==> config.mk <==
export PLATFORM = sky130hd
export DESIGN_NAME = spi_slave_param
export DESIGN_NICKNAME = d
export VERILOG_FILES = /design/src/rtl/spi_slave_param.sv
export SDC_FILE = /design/constraint.sdc
export NUM_CORES = 1
export LEC_CHECK = 0
export CORE_MARGIN = 2
export CORE_UTILIZATION = 47
export CTS_CLUSTER_SIZE = 8
export DETAILED_ROUTE_END_ITERATION = 8
export GPL_TIMING_DRIVEN = 1
export PLACE_DENSITY = 0.68
export SYNTH_ARGS = -nofsm -noshare
export SYNTH_HDL_FRONTEND = slang
export SYNTH_SLANG_ARGS = --single-unit
==> constraint.sdc <==
create_clock -name clk -period 4.7 [get_ports clk]
set_clock_uncertainty 0.15 [all_clocks]
set_input_delay 0.705 -clock clk [delete_from_list [all_inputs] [get_ports clk]]
set_output_delay 0.705 -clock clk [all_outputs]
set_load 0.01 [all_outputs]
==> src/rtl/spi_slave_param.sv <==
// SPI slave front end sampled on the system clock: receives {cmd, payload} frames
// and shifts a read-data response word out on MISO for read-data commands.
module spi_slave_param #(
  parameter int unsigned DATA_W     = 8,
  parameter int unsigned TX_TIMEOUT = 255
) (
  input  logic              clk,
  input  logic              rst,
  input  logic              SS_n,
  input  logic              MOSI,
  output logic              MISO,
  output logic [DATA_W+1:0] rx_data,
  output logic              rx_valid,
  input  logic [DATA_W-1:0] tx_data,
  input  logic              tx_valid,
  output logic              frame_err
);

  localparam int unsigned FRAME_W = DATA_W + 2;
  localparam int unsigned CNT_MAX = (TX_TIMEOUT > DATA_W) ? TX_TIMEOUT : DATA_W;
  localparam int unsigned CNT_W   = $clog2(CNT_MAX + 1);

  typedef enum logic [2:0] {
    IDLE,
    CHK_CMD,
    WRITE,
    READ_ADD,
    READ_DATA,
    WAIT_TX,
    SEND,
    DONE
  } state_e;

  state_e             state_q, state_d;
  logic [DATA_W:0]    rx_shift_q, rx_shift_d;
  logic [DATA_W-1:0]  tx_shift_q, tx_shift_d;
  logic [CNT_W-1:0]   cnt_q, cnt_d;
  logic               rd_addr_seen_q, rd_addr_seen_d;
  logic [FRAME_W-1:0] rx_data_q, rx_data_d;
  logic               rx_valid_q, rx_valid_d;
  logic               frame_err_q, frame_err_d;
  logic               miso_q, miso_d;

  // Frame as it will look once the bit currently on MOSI is taken as bit 0
  logic [FRAME_W-1:0] frame_c;
  logic [1:0]         cmd_c;
  logic               last_bit_c;
  logic               illegal_c;
  logic               timeout_c;
  logic               send_last_c;

  assign frame_c     = {rx_shift_q, MOSI};
  assign cmd_c       = frame_c[FRAME_W-1 -: 2];
  assign last_bit_c  = (cnt_q == '0);
  assign illegal_c   = ((cmd_c == 2'b11) && !rd_addr_seen_q) ||
                       ((state_q != WRITE) && !cmd_c[1]);
  assign timeout_c   = (cnt_q == CNT_W'(TX_TIMEOUT - 1));
  assign send_last_c = (cnt_q == CNT_W'(DATA_W - 1));

  // State and datapath registers
  always_ff @(posedge clk) begin
    if (rst) begin
      state_q        <= IDLE;
      rx_shift_q     <= '0;
      tx_shift_q     <= '0;
      cnt_q          <= '0;
      rd_addr_seen_q <= 1'b0;
      rx_data_q      <= '0;
      rx_valid_q     <= 1'b0;
      frame_err_q    <= 1'b0;
      miso_q         <= 1'b0;
    end else begin
      state_q        <= state_d;
      rx_shift_q     <= rx_shift_d;
      tx_shift_q     <= tx_shift_d;
      cnt_q          <= cnt_d;
      rd_addr_seen_q <= rd_addr_seen_d;
      rx_data_q      <= rx_data_d;
      rx_valid_q     <= rx_valid_d;
      frame_err_q    <= frame_err_d;
      miso_q         <= miso_d;
    end
  end

  // Next state; SS_n high pulls every active state back to IDLE
  always_comb begin
    state_d = state_q;
    case (state_q)
      IDLE:    if (!SS_n) state_d = CHK_CMD;
      CHK_CMD: begin
        if (SS_n)                state_d = IDLE;
        else if (!MOSI)          state_d = WRITE;
        else if (rd_addr_seen_q) state_d = READ_DATA;
        else                     state_d = READ_ADD;
      end
      WRITE, READ_ADD, READ_DATA: begin
        if (SS_n)            state_d = IDLE;
        else if (last_bit_c) state_d = (!illegal_c && (cmd_c == 2'b11)) ? WAIT_TX : DONE;
      end
      WAIT_TX: begin
        if (SS_n)           state_d = IDLE;
        else if (tx_valid)  state_d = SEND;
        else if (timeout_c) state_d = DONE;
      end
      SEND: begin
        if (SS_n)             state_d = IDLE;
        else if (send_last_c) state_d = DONE;
      end
      DONE:    if (SS_n) state_d = IDLE;
      default: state_d = IDLE;
    endcase
  end

  // Datapath and registered outputs; MISO defaults low outside SEND
  always_comb begin
    rx_shift_d     = rx_shift_q;
    tx_shift_d     = tx_shift_q;
    cnt_d          = cnt_q;
    rd_addr_seen_d = rd_addr_seen_q;
    rx_data_d      = rx_data_q;
    rx_valid_d     = 1'b0;
    frame_err_d    = 1'b0;
    miso_d         = 1'b0;
    case (state_q)
      CHK_CMD: begin
        if (SS_n) begin
          frame_err_d = 1'b1;
        end else begin
          rx_shift_d = {{DATA_W{1'b0}}, MOSI};
          cnt_d      = CNT_W'(DATA_W);
        end
      end
      WRITE, READ_ADD, READ_DATA: begin
        if (SS_n) begin
          frame_err_d = 1'b1;
        end else if (last_bit_c) begin
          cnt_d = '0;
          if (illegal_c) begin
            frame_err_d = 1'b1;
          end else begin
            rx_data_d  = frame_c;
            rx_valid_d = 1'b1;
            if (cmd_c == 2'b10)      rd_addr_seen_d = 1'b1;
            else if (cmd_c == 2'b11) rd_addr_seen_d = 1'b0;
          end
        end else begin
          rx_shift_d = {rx_shift_q[DATA_W-1:0], MOSI};
          cnt_d      = cnt_q - CNT_W'(1);
        end
      end
      WAIT_TX: begin
        if (!SS_n) begin
          if (tx_valid) begin
            miso_d     = tx_data[DATA_W-1];
            tx_shift_d = tx_data << 1;
            cnt_d      = '0;
          end else if (timeout_c) begin
            frame_err_d = 1'b1;
            cnt_d       = '0;
          end else begin
            cnt_d = cnt_q + CNT_W'(1);
          end
        end
      end
      SEND: begin
        if (!SS_n && !send_last_c) begin
          miso_d     = tx_shift_q[DATA_W-1];
          tx_shift_d = tx_shift_q << 1;
          cnt_d      = cnt_q + CNT_W'(1);
        end
      end
      default: ;
    endcase
  end

  assign MISO      = miso_q;
  assign rx_data   = rx_data_q;
  assign rx_valid  = rx_valid_q;
  assign frame_err = frame_err_q;

endmodule
=== Yosys cells after proc, flatten, opt, wreduce, memory -nomap -nowiden ===
Cells that the tools add are included.

* Flip-flop bits (word level): 42
* Output and inout bits: 13
* Word-level logic and storage cells: 107

* $add $sub $neg: 2
* Equal/unequal tests: 23
* Multiplexer cells: 45
* Bitwise logic cells: 4
* Reduce and logical (&&, ||, !) cells: 24

{| class="wikitable"
|+ Operator list
! cell !! number
|-
| 2-to-1 mux 8 bit || 10
|-
| 2-to-1 mux 3 bit || 12
|-
| one-hot mux 8 bit (4 select lines) || 1
|-
| 2-to-1 mux 9 bit || 3
|-
| one-hot mux 3 bit (6 select lines) || 1
|-
| one-hot mux 9 bit (2 select lines) || 1
|-
| != test 2 bit (second input constant) || 8
|-
| one-hot mux 8 bit (2 select lines) || 1
|-
| AND reduction 5 bit || 3
|-
| 2-to-1 mux 1 bit || 13
|-
| == test 3 bit (second input constant) || 4
|-
| AND reduction 4 bit || 3
|-
| adder 8 x 1 -> 8 bit (second input constant) || 1
|-
| == test 8 x 3 -> 1 bit (second input constant) || 1
|-
| == test 8 bit (second input constant) || 1
|-
| zero test 8 bit || 1
|-
| subtractor 8 x 1 -> 8 bit (second input constant) || 1
|-
| == test 3 x 2 -> 1 bit (second input constant) || 2
|-
| != test 3 bit (second input constant) || 2
|-
| nonzero test 2 bit || 3
|-
| zero test 1 bit || 5
|-
| == test 2 bit (second input constant) || 2
|-
| logical AND 1 bit || 4
|-
| != test 4 bit (second input constant) || 1
|-
| 11 further kinds || 14
|}

=== Logic depth before layout (Yosys ltp) ===
* Word-level depth: 9
* Depth in mapped cells: 8

=== Worst setup path before layout ===
No wires, ideal clock.

* Kind: input to register
* Start: input tx_valid
* End: register cnt_q[2]
* Setup time: 0.117 ns
* Arrival time: 1.875 ns
* Setup slack: 2.558 ns
* Stages on the path: 5
* Cells stage by stage: and4bb_2 > o21ai_1 > nand2_1 > a221o_1 > a32o_1

* Word-level cells in the longest chain between the ends: 3

{| class="wikitable"
|+ Ends and longest elaborated chain
! what !! line !! source
|-
| from (decl) || 15 || <nowiki>input logic tx_valid,</nowiki>
|-
| 2-to-1 mux 8 bit || 153 || <nowiki>if (tx_valid) begin</nowiki>
|-
| 2-to-1 mux 8 bit || 152 || <nowiki>if (!SS_n) begin</nowiki>
|-
| one-hot mux 8 bit (4 select lines) || 124 || <nowiki>case (state_q)</nowiki>
|-
| to (signal assigned) || 76 || <nowiki>cnt_q <= cnt_d;</nowiki>
|-
| to (decl) || 37 || <nowiki>logic [CNT_W-1:0] cnt_q, cnt_d;</nowiki>
|}

No other way between the ends. The select of a mux whose other input is x is not followed.
A chain may end at the register's enable or synchronous reset.

=== Worst setup path after layout ===
* Start: register state_q[2]
* End: register tx_shift_q[2]

* Word-level cells in the longest chain between the ends: 3
* Elaborated cells between the ends (all ways): 8
* Those cells by class: 5 x eq/ne; 1 x mux; 2 x reduce/logical

{| class="wikitable"
|+ Ends and longest elaborated chain
! what !! line !! source
|-
| from (decl) || 34 || <nowiki>state_e state_q, state_d;</nowiki>
|-
| from (signal assigned) || 73 || <nowiki>state_q <= state_d;</nowiki>
|-
| == test 3 bit || 124 ||
|-
| != test 2 bit (no source line) / nonzero test 2 bit (equally long branches) || - ||
|-
| AND reduction 4 bit (no source line) || - ||
|-
| to (signal assigned) || 75 || <nowiki>tx_shift_q <= tx_shift_d;</nowiki>
|-
| to (decl) || 36 || <nowiki>logic [DATA_W-1:0] tx_shift_q, tx_shift_d;</nowiki>
|}

Several ways; a longest one is shown, not always the timed one.

==> metrics.md <==
| Metric | Value |
|---|---|
| Status | `finished, final reports clean` |
| Initial Utilization | `0.492` |
| Seq/Total Area, Yosys | `0.348` |
| WL/cell | `14.5 µm` |
| Fillers | `454` |
| Final WL | `5.25 mm` |
| Post-synth EDFFs | `0` |
| CTS Buf Count | `5` |
| Post-DRT Antenna Nets | `0` |
| Post-CTS Resized | `0` |
| Nets | `312` |
| Htree depth | `2` |
| IO Port Bufs | `25` |
| Layout Cell Area excl Fill | `2720 µm²` |
| Inst Count DP | `355` |
| Die X | `74.8 µm` |
| Ports | `26` |
| Largest net degree at the start of global routing | `43` |
| Crit path max fanout | `19` |
| RePlAce Congestion | `0.841` |
| Ys async rst share | `0` |
| Layout cell share with drive strength beyond 1 | `0.0642` |
| Critical path capture point type | `flop` |
| Clk_lat worst skew | `310 ps` |
| Clock Sinks | `41` |
| Final Max Slew Viols | `0` |
| Footprint of the multi-input gates | `1420 µm²` |
| Critical path data required time | `4770 ps` |
| Startpoint types | `flop` |
| Final hold viol count | `0` |
| Ys flop type | `dfxtp_1` |
| Setup WS pre-CTS | `1690 ps` |
| Synthesized area | `2360 µm²` |
| Maximum capacitance violations | `0` |
| Area taken by flip-flops and latches | `821 µm²` |
| Register bit total from synthesis | `41` |
| Setup WS post-layout | `1650 ps` |
| Worst vdd ir | `0.164 mV` |
| Total grt overflow | `0` |
| Vias per cell | `5.67` |
| Vias post-DR | `2058` |
| Worst rel slew slack | `0.305` |
| Final Non-Filler Cells | `363` |
| First-pass GRT wire length | `8.92 mm` |
| Chip height | `74.8 µm` |
| Drt first pass iters | `4` |
| Worst-path clk slew | `90 ps` |
| Max Freq | `328 MHz` |
| RSZ-0062 raised after global routing | `no` |
| Cts-stage hold buffer count | `0` |
| Setup Viol. Count Final | `0` |
| Final worst path period need | `3050 ps` |
| DRC viols | `0` |
| Tcrit/Tclk final | `0.649` |
| Clock Tree Root | `clkbuf_8` |
| Synth warn | `0` |
| Avg Inst Size Synth | `8.44 µm²` |
| Mapped Nets | `296` |
| TritonCTS clock tree | `done` |
| Diode count | `0` |
| Final setup TNS | `0 ps` |
| Area grow syn2layout | `15.5%` |
| Setup Crit Path Kind | `reg -> reg` |
| Max Buffers Root-to-Sink | `2` |
| Row count | `25` |
| Final total power | `0.696 mW` |
| Slew @ Worst Pin | `1040 ps` |
| Core Box Area | `4790 µm²` |
| Die Area | `5600 µm²` |
| Vias in the first global route | `1845` |
| CP arrival | `3120 ps` |
| Synth cell types | `60` |
| Worst min path class | `reg -> reg` |
| First DRT Iteration DRCs | `196` |
| Initial antenna violation count | `0` |
| Tot GR Track Use | `0.208` |
| Pwr dens | `256 nW/µm²` |
| Pleak | `0.930 nW` |
| Placed cell areas | `2630 µm²` |
| Detail Placement HPWL | `3.55 mm` |
| Mapped Cells | `279` |
| Setup bufs post-CTS | `0` |
## sequential cells by signal (all words and copies together) (netlist names)
| register | count |
|---|---|
| rx_shift_q | 9 |
| cnt_q | 8 |
| state_q | 3 |
| rx_valid | 1 |
| frame_err | 1 |
| MISO | 1 |
| tx_shift_q | 7 |
| rd_addr_seen_q | 1 |
| rx_data | 10 |
## per-stage QoR
step | hold WS, ps | util
2_1_floorplan | 295 | -
3_3_place_gp | 308 | 0.550
3_5_place_dp | 312 | 0.550
4_1_cts | 325 | 0.568
5_1_grt | 364 | 0.568
6_report | 328 | 0.568
## cell type report
class / instances / area share
Clock buffer: 5 / 0.0253
Clock inverter: 3 / 0.00782
Inverter: 12 / 0.0166
Multi-Input combinational cell: 209 / 0.523
Sequential cell: 41 / 0.302
Tap cell: 67 / 0.0308
Timing Repair Buffer: 26 / 0.0948
## metal layers
layer / global-route usage / share of wire / up-vias
met1: 0.294 / 0.50 / 934
met5: 0 / 0 / -
met3: 0.0469 / 0.068 / 7
met2: 0.301 / 0.42 / 71
li1: - / - / 1046
met4: 0.0933 / 0.015 / 0
## critical path, stage by stage (launching register included)
cell and delay, ps:
dfxtp_1 680, nand3b_1 640, o21bai_1 410, a21oi_1 760, nor2_1 80, a211oi_1 240
## power breakdown
group	total, mW	switching [mW]	internal (mW)
clock	0.245	0.140	0.106
sequential	0.364	0.0115	0.352
combinational	0.0876	0.0472	0.0403
total	0.696	0.198	0.498
## layout by cell type (no fill, tap or decap), types with 9 or more instances in the layout
cell type,instances
dfxtp_1,41
nor2_1,34
mux2i_1,26
clkdlybuf4s50_1,25
nand2b_1,21
a21oi_1,17
inv_1,12
nand2_1,12
nand3_1,9
## synth_stat cells, types with 2 or more instances
cell | instances | area, µm²
nor4_1 | 3 | 18.8
o21ai_0 | 7 | 35.0
a21o_1 | 2 | 15.0
nor3_1 | 3 | 15.0
o21a_1 | 2 | 15.0
a21oi_1 | 17 | 85.1
and2_1 | 3 | 18.8
nand4_1 | 2 | 12.5
nor2b_1 | 5 | 31.3
nor2_1 | 34 | 128
a31oi_1 | 4 | 25.0
and3_1 | 3 | 18.8
nand2_1 | 12 | 45.0
nand3_1 | 9 | 45.0
o21bai_1 | 2 | 15.0
ha_1 | 4 | 50.1
o22ai_1 | 2 | 12.5
inv_1 | 12 | 45.0
nor4b_1 | 2 | 17.5
mux2i_1 | 26 | 260
buf_2 | 4 | 20.0
o211ai_1 | 2 | 15.0
clkbuf_1 | 12 | 45.0
o221ai_1 | 2 | 17.5
o2111ai_1 | 2 | 17.5
nand2b_1 | 21 | 131
nand3b_1 | 3 | 22.5
a211oi_1 | 7 | 52.6
dfxtp_1 | 41 | 821
## logic make-up (layout without fill, tap and decap cells)
family / after synthesis / count (layout) / share of synthesized area
adders and majority gates: 4 / 4 / 0.0212
buffers and inverters: 29 / 46 / 0.0499
DFF: 41 / 41 / 0.348
muxes: 26 / 26 / 0.110
AOI/OAI and AO/OA: 71 / 71 / 0.222
and+or+nand+nor: 108 / 108 / 0.248
## final timing paths
check / cells past startpoint / startpoint / end / slack (ps)
max: 5 / state_q[2] / tx_shift_q[2] / 1650
min: 2 / tx_shift_q[1] / tx_shift_q[1] / 330
max reg2reg: 5 / state_q[2] / tx_shift_q[2] / 1650
min reg2reg: 2 / tx_shift_q[1] / tx_shift_q[1] / 330
Note: power is estimated with default switching activity, not from simulation.
==> variant (config.mk and constraints unchanged) <==
Change the parameter `DATA_W` from 8 to 16.
--- a/src/rtl/spi_slave_param.sv
+++ b/src/rtl/spi_slave_param.sv
@@ -3,3 +3,3 @@
 module spi_slave_param #(
-  parameter int unsigned DATA_W     = 8,
+  parameter int unsigned DATA_W     = 16,
   parameter int unsigned TX_TIMEOUT = 255
Interface: changed (resized rx_data and tx_data); port bits go from 26 to 42. No check against the original RTL was run, so the function may have changed too.
==> variant against the original RTL <==
Sequential share of layout area grew 4.6 points. First-iteration DRC count decreased by 33%. Via count is 30% higher. Area after synthesis is 33% higher. Critical path depth did not move. Final cell count grew 28%. Combinational power up 11%. Total power rose by 65%. Final area is 38% higher. Wire length increased by 35%. Clock power grew 99%. Worst setup slack better by 0.20 ns. Sequential cell count up 24. Critical endpoint is now tx_shift_q[12]. Largest power group unchanged.
==> variant: results (changes against the original RTL) <==
Sw Share 25.26% (-3.2 points); arrival time at the worst endpoint 2.94 ns (-0.18 ns); Placement Cell Area 3540 µm² (+35%); Clock Latency Late Sink 0.34 ns (+0.03 ns); Rel. slew slack 38.08% (+7.6 points); sequential share of power 49.3% (-2.9 points); CTS Buf Count 9 (+4); gpl congestion 0.8431 (+0.20%); Total GRT Usage 20.02% (-0.74 points); share of cells above drive strength 1 8.808% (+2.4 points); largest net degree at the start of global routing 31 (-28%); Hold Crit Start tx_shift_q[3]; Final nets 406 (+30%); Synth Area in Compound Gates 23.47% (+1.3 points); max reg flops 18 (+8); first-pass GRT wire length 11.72 mm (+31%); worst hold slack 0.3260 ns (-0.001573 ns); Internal 0.8607 mW (+73%); post-synth cell types 58 (-3.3%); Lkg Pwr 1.309 nW (+41%); H-tree Lvls 3 (+1); Hold EP tx_shift_q[4]; Synth area leaders dfxtp_1 (42%), mux2i_1 (7.0%), a22o_1 (5.9%), nand2_1 (5.3%), nor2_1 (5.2%); diode count 0 (unchanged); Slowest cell on crit path o21a_1; routed wire length 7.096 mm (+35%); DP Worst Slack 1.510 ns (-0.1826 ns); GR Util met3 6.064% (+1.4 points); First DRT Iteration DRCs 132 (-33%); critical path's largest stage delay 0.80 ns (+0.04 ns); HPWL after detailed placement 4.672 mm (+32%); met2 wire len 3.257 mm (+49%); post-synthesis mux area share 7.037% (-4.0 points); sequential share of the synthesized area 41.58% (+6.7 points); syn nets 377 (+27%); crit-path max FO 30 (+11); vias in the first global route 2419 (+31%); Syn Area/Cell 8.890 µm² (+5.3%); reg2reg path depth 4 (-1); detailed-route wire length per cell 15.33 µm (+5.9%); Synth top cells by count dfxtp_1 (65), nand2_1 (44), nor2_1 (43); met2 usage 30.89% (+0.81 points); I/O Buffers 41 (+64%); WL met3 311 µm (-13%); M1 GR Usage 26.80% (-2.6 points); post-synthesis adder-cell area fraction 1.599% (-0.52 points); placed insts 447 (+26%); status finished, final reports clean; Worst VDD drop 0.2606 mV (+59%); CTS Root Cell clkbuf_8; vias per cell 5.784 (+2.0%); Clk. pwr 0.487 mW (+99%); Worst R2R End tx_shift_q[12]; worst flop-to-flop path startpoint state_q[2]; Synth Area in XOR/XNOR 0.2799% (+0.28 points); crit path launch SS_n; Reg2Reg Setup Slack 2.13 ns (+0.48 ns); M1 WL 3.463 mm (+32%); DR pass1 iterations 5 (+1)
==> variant: cell count changes after synthesis, moves of 6 or more <==
cell,unedited run,this run
nand2b_1,21,4
a22o_1,0,21
a21oi_1,17,11
a311oi_1,1,15
dfxtp_1,41,65
nand2_1,12,44
nor2_1,34,43
inv_1,12,5
==> variant: worst max-delay path by stage <==
stage | endpoint | slack [ns]
final | tx_shift_q[12] | 1.85
after global routing | tx_shift_q[4] | 1.64
after CTS | tx_shift_q[12] | 1.87
after detailed placement | tx_shift_q[12] | 1.51
after global placement | tx_shift_q[10] | 1.61
after floorplan | cnt_q[6] | 2.55
==> variant: area by class of cell <==
| class | instances | area (µm²) |
|---|---|---|
| flip-flops and latches | 65 | 1301 |
| clock inverters | 5 | 62.56 |
| inverters | 5 | 18.77 |
| repair buffers | 44 | 432.9 |
| fillers | 574 | 2643 |
| multi-input cells | 256 | 1690 |
| clock buffers | 11 | 141.4 |
| well taps | 77 | 96.34 |
